===== src/rtl/frame_tick_gen.sv =====
`default_nettype none
// ============================================================================
// Module      : frame_tick_gen
// Description : Programmable frame strobe with run/pause/step control,
//               divided sub-strobes, frame counter and ack/overrun tracking.
// Revision    : 1.0 - initial release
// ============================================================================
module frame_tick_gen #(
    parameter int CNT_W          = 21,
    parameter int DEFAULT_PERIOD = 1666667,
    parameter int NUM_CH         = 4,
    parameter int DIV_W          = 4,
    parameter int FRAME_W        = 16,
    parameter int OVR_W          = 8
) (
    input  logic                    clk,
    input  logic                    rst,
    input  logic                    run,
    input  logic                    step,
    input  logic                    period_ld,
    input  logic [CNT_W-1:0]        period_in,
    input  logic [NUM_CH*DIV_W-1:0] ch_div,
    input  logic                    frame_ack,
    output logic                    tick,
    output logic [NUM_CH-1:0]       ch_tick,
    output logic [FRAME_W-1:0]      frame_cnt,
    output logic                    pending,
    output logic                    overrun,
    output logic [OVR_W-1:0]        ovr_cnt
);

    localparam logic [CNT_W-1:0] C_DEFAULT = CNT_W'(DEFAULT_PERIOD);
    localparam logic [CNT_W-1:0] C_ONE     = CNT_W'(1);
    localparam logic [OVR_W-1:0] C_OVR_MAX = '1;

    logic [CNT_W-1:0]   r_cnt;
    logic [CNT_W-1:0]   r_period_act;
    logic [CNT_W-1:0]   r_shadow;
    logic               r_shadow_vld;
    logic               r_tick;
    logic [FRAME_W-1:0] r_frame_cnt;
    logic               r_pending;
    logic               r_overrun;
    logic [OVR_W-1:0]   r_ovr_cnt;

    logic [CNT_W-1:0]   w_p_eff;
    logic               w_wrap;
    logic               w_event;

    // Periods of 0 and 1 both mean a frame every cycle
    assign w_p_eff = (r_period_act > C_ONE) ? r_period_act : C_ONE;
    assign w_wrap  = run && (r_cnt == w_p_eff - C_ONE);
    assign w_event = w_wrap || (!run && step);

    always_ff @(posedge clk) begin
        if (rst) begin
            r_cnt        <= '0;
            r_period_act <= C_DEFAULT;
            r_shadow     <= '0;
            r_shadow_vld <= 1'b0;
            r_tick       <= 1'b0;
            r_frame_cnt  <= '0;
            r_pending    <= 1'b0;
            r_overrun    <= 1'b0;
            r_ovr_cnt    <= '0;
        end else begin
            r_tick <= w_event;

            if (w_event) begin
                r_cnt <= '0;
            end else if (run) begin
                r_cnt <= r_cnt + C_ONE;
            end

            // New periods only take effect on a frame boundary
            if (w_event) begin
                r_shadow_vld <= 1'b0;
                if (period_ld) begin
                    r_period_act <= period_in;
                end else if (r_shadow_vld) begin
                    r_period_act <= r_shadow;
                end
            end else if (period_ld) begin
                r_shadow     <= period_in;
                r_shadow_vld <= 1'b1;
            end

            if (w_event) begin
                r_frame_cnt <= r_frame_cnt + FRAME_W'(1);
                r_pending   <= 1'b1;
                if (r_pending && !frame_ack) begin
                    r_overrun <= 1'b1;
                    if (r_ovr_cnt != C_OVR_MAX) begin
                        r_ovr_cnt <= r_ovr_cnt + OVR_W'(1);
                    end
                end
            end else if (frame_ack) begin
                r_pending <= 1'b0;
            end
        end
    end

    for (genvar k = 0; k < NUM_CH; k++) begin : g_ch
        logic [DIV_W-1:0] w_div;
        logic [DIV_W:0]   w_inc;
        logic             w_hit;
        logic [DIV_W-1:0] r_ch_cnt;
        logic             r_ch_tick;

        assign w_div = ch_div[k*DIV_W +: DIV_W];
        assign w_inc = {1'b0, r_ch_cnt} + (DIV_W+1)'(1);
        // ">=" lets a freshly shrunk divisor wrap immediately
        assign w_hit = (w_div != '0) && (w_inc >= {1'b0, w_div});

        always_ff @(posedge clk) begin
            if (rst) begin
                r_ch_cnt  <= '0;
                r_ch_tick <= 1'b0;
            end else begin
                r_ch_tick <= w_event && w_hit;
                if (w_event) begin
                    r_ch_cnt <= (w_hit || (w_div == '0)) ? '0 : w_inc[DIV_W-1:0];
                end
            end
        end

        assign ch_tick[k] = r_ch_tick;
    end

    assign tick      = r_tick;
    assign frame_cnt = r_frame_cnt;
    assign pending   = r_pending;
    assign overrun   = r_overrun;
    assign ovr_cnt   = r_ovr_cnt;

endmodule
`default_nettype wire


===== config.mk =====
export PLATFORM = sky130hd
export DESIGN_NAME = frame_tick_gen
export DESIGN_NICKNAME = d
export VERILOG_FILES = /design/src/rtl/frame_tick_gen.sv
export SDC_FILE = /design/constraint.sdc
export NUM_CORES = 1
export LEC_CHECK = 0
export ABC_AREA = 1
export CAP_MARGIN = 20
export CORE_UTILIZATION = 61
export DETAILED_ROUTE_END_ITERATION = 6
export PLACE_DENSITY = 0.86
export SYNTH_ARGS = -nofsm -noshare
export SYNTH_HDL_FRONTEND = slang
export SYNTH_SLANG_ARGS = --single-unit
export TNS_END_PERCENT = 100

===== constraint.sdc =====
create_clock -name clk -period 4.4 [get_ports clk]
set_clock_uncertainty 0.15 [all_clocks]
set_input_delay 0.44 -clock clk [delete_from_list [all_inputs] [get_ports clk]]
set_output_delay 0.44 -clock clk [all_outputs]
set_load 0.1 [all_outputs]

==> flow_summary.ini <==
[setup_path]
arrival_ns = 3.92
crit_path_start_kind = register
path_common_cell = nand2_1
crit_required_ns = 4.51
cp_cell_sequence = nor2_1 > nand2_1 > nor2_2 > nand3_4 > nand2_1 > inv_2 > ha_1 > nand3_2 > nor2_4 > nand3_2 > nor2_2 > nand2_1 > xor2_1 > nor3_1 > nand3_2 > nand2_4 > inv_2 > nand2_1 > buf_4 > o21ai_0
crit_family = simple AND/OR/NAND/NOR gates
endpoint_kind = register
critPathMaxFanout = 32
crit_buf_inv = 3
r2r_start = r_period_act[9]$_SDFFE_PP1P_
cpPeakStageDelay_ns = 0.48
cp_slowest_cell = dfxtp_1
criticalPathCategory = reg2reg
timing.critical_path.from = r_period_act[9]$_SDFFE_PP1P_

[logic_synthesis]
synthFlopType = dfxtp_1
syn_area_per_cell_um2 = 7.12
synth_area_leader_cell = dfxtp_1
ys_types = 38
seq_area_frac_synth_pct = 36.0
synth_area_leaders = dfxtp_1 36%, nand2_1 13%, nor2_1 6.5%, xor2_1 6.4%, nand3_1 5.3%
syn_area_um2 = 6170
syn_nets = 933
synth_edf_count = 0
yosysWarnings = 0
async_flop_share_pct = 0
synth_top_area_share_pct = 36.0
synthCells = 866
synth_seq_cells = 111

[grt]
grt_use_total_pct = 26.7
grt_max_degree = 48
grt_overflow = 0
grt_first_pass_wirelength_um = 22500
antenna_found_initial = 0
grt_pass1_vias = 5128

[routing]
drc = 0
wl_um = 13400
drtAntennaViolNets = 0
drt-pass1-iter-count = 5
via_count = 5616
viasPerCell = 5.28
drtIter0Drc = 246
wl_per_cell_um = 12.6

[clock_network]
clock_latency_ns = 0.37
cts_made_buffers = 9
htreeDepth = 3
clockBufferDepth = 2
cts_resized = 0
cts_setup_buffers = 0
path_clk_slew_ns = 0.12
cts_tree = yes
root_buffer = clkbuf_8
postCtsHoldBufs = 0
cts_sinks = 111

[die]
core.rowCount = 36
ios = 74
fp.dieArea_um2 = 10500
start_util_pct = 63.1
die_x_um = 103
core_region_area_um2 = 9770
die_y_um = 103

[placed_design]
dp_hpwl_um = 9790
place_congestion = 0.914
port_buffers = 73

[status]
status = completed

[cells_and_area]
mostFrequentLayoutCell = nand2_1
final_cell_mix = 207 x nand2_1, 111 x dfxtp_1, 107 x nor2_1
drive_above_1_share_pct = 5.59
area_growth_pct = 16.1
antenna_cells = 0
fin_nets = 993

[timing]
finalHoldViolations = 0
setup_viol = 0
finalCritPeriodShare_pct = 86.6
timing.fmax_mhz = 262
slew_headroom_pct = 33.8
rsz0062_at_grt = false
finalCriticalPeriod_ns = 3.81
finalMaxSlewViolations = 0
tightest_slew_ns = 0.990
tns_ns = 0

[pwr]
total_power_mw = 1.99
vdd_drop_max_v = 0.000225
leakagePower_nw = 2.98
p_per_area_nw_per_um2 = 278

[min_path]
min_from = r_shadow_vld$_SDFFE_PP0P_
hp-class = reg2reg

[job]
max_cap_violations = 0
==> flip-flops by register name, summed over array words and instances, names as in the netlist <==
signal,flops
r_period_act,21
r_cnt,21
r_shadow,21
frame_cnt,16
ovr_cnt,8
g_ch.r_ch_tick,4
tick,1
overrun,1
r_shadow_vld,1
g_ch.r_ch_cnt,16
pending,1
==> power by group <==
part,internal (mW),switching (mW)
Combinational,0.109,0.161
Sequential,1.04,0.0329
Clock,0.275,0.375
==> logic make-up after synthesis <==
kind of cell               synth area share [%]
xor gates and xnor gates                   9.09
DFF                                        36.0
and+or+nand+nor                            33.3
buffers and inverters                      7.65
adders and majority gates                  4.87
muxes                                      1.30
AOI/OAI and AO/OA                          7.81
==> synth_stat cells, types with 19 or more instances <==
cell type	number
nor2_1	107
nor3_1	19
nand3_1	65
inv_1	72
nand2_1	207
ha_1	24
xnor2_1	19
a21oi_1	38
nand4_1	19
o21ai_0	27
dfxtp_1	111
xor2_1	45
==> layout make-up <==
cell class                 instances  area, um^2
tap                              133         166
timing repair buffer              81         791
multi-input combinational        645        3480
clock buffer                       9         124
fill                             804        2610
clock inverter                     7        90.1
sequential                       111        2220
inverter                          78         293
==> worst register-to-register path, cell delays in order, from the launching register on <==
cell	delay [ns]
dfxtp_1	0.48
nor2_1	0.10
nand2_1	0.09
nor2_2	0.06
nand3_4	0.12
nand2_1	0.09
inv_2	0.07
ha_1	0.19
nand3_2	0.15
nor2_4	0.20
nand3_2	0.14
nor2_2	0.16
nand2_1	0.08
xor2_1	0.14
nor3_1	0.23
nand3_2	0.13
nand2_4	0.29
inv_2	0.24
nand2_1	0.12
buf_4	0.33
o21ai_0	0.12
==> metal layers <==
metal | track usage (%) | part of all wire, %
met2 | 43.5 | 47
met3 | 4.27 | 4.5
met4 | 8.57 | 1.5
met5 | 0 | 0
met1 | 36.2 | 47
==> path summary, 6_finish.rpt <==
| check | slack, ns | cells after the start | endpoint |
|---|---|---|---|
| setup / recovery | 0.59 | 20 | g_ch[2].r_ch_cnt[0]$_SDFFE_PP0P_ |
| hold / removal | 0.33 | 2 | r_shadow_vld$_SDFFE_PP0P_ |
| hold reg to reg | 0.33 | 2 | r_shadow_vld$_SDFFE_PP0P_ |
| setup reg to reg | 0.59 | 20 | g_ch[2].r_ch_cnt[0]$_SDFFE_PP0P_ |
==> per-stage QoR <==
step                      utilization, %  setup WS [ns]  hold slack, ns  instance area, um^2  instances
final                               73.3          0.590           0.330                 7160       1064
after global routing                73.3          0.263           0.367                 7160       1064
after CTS                           73.3          0.606           0.327                 7160       1064
after detailed placement            71.1          0.668           0.311                 6950       1048
after global placement              71.1          0.736           0.297                 6950       1048
after floorplan                        -           1.53           0.281                 6170        866
No activity file was read; power rests on OpenSTA's default activity.
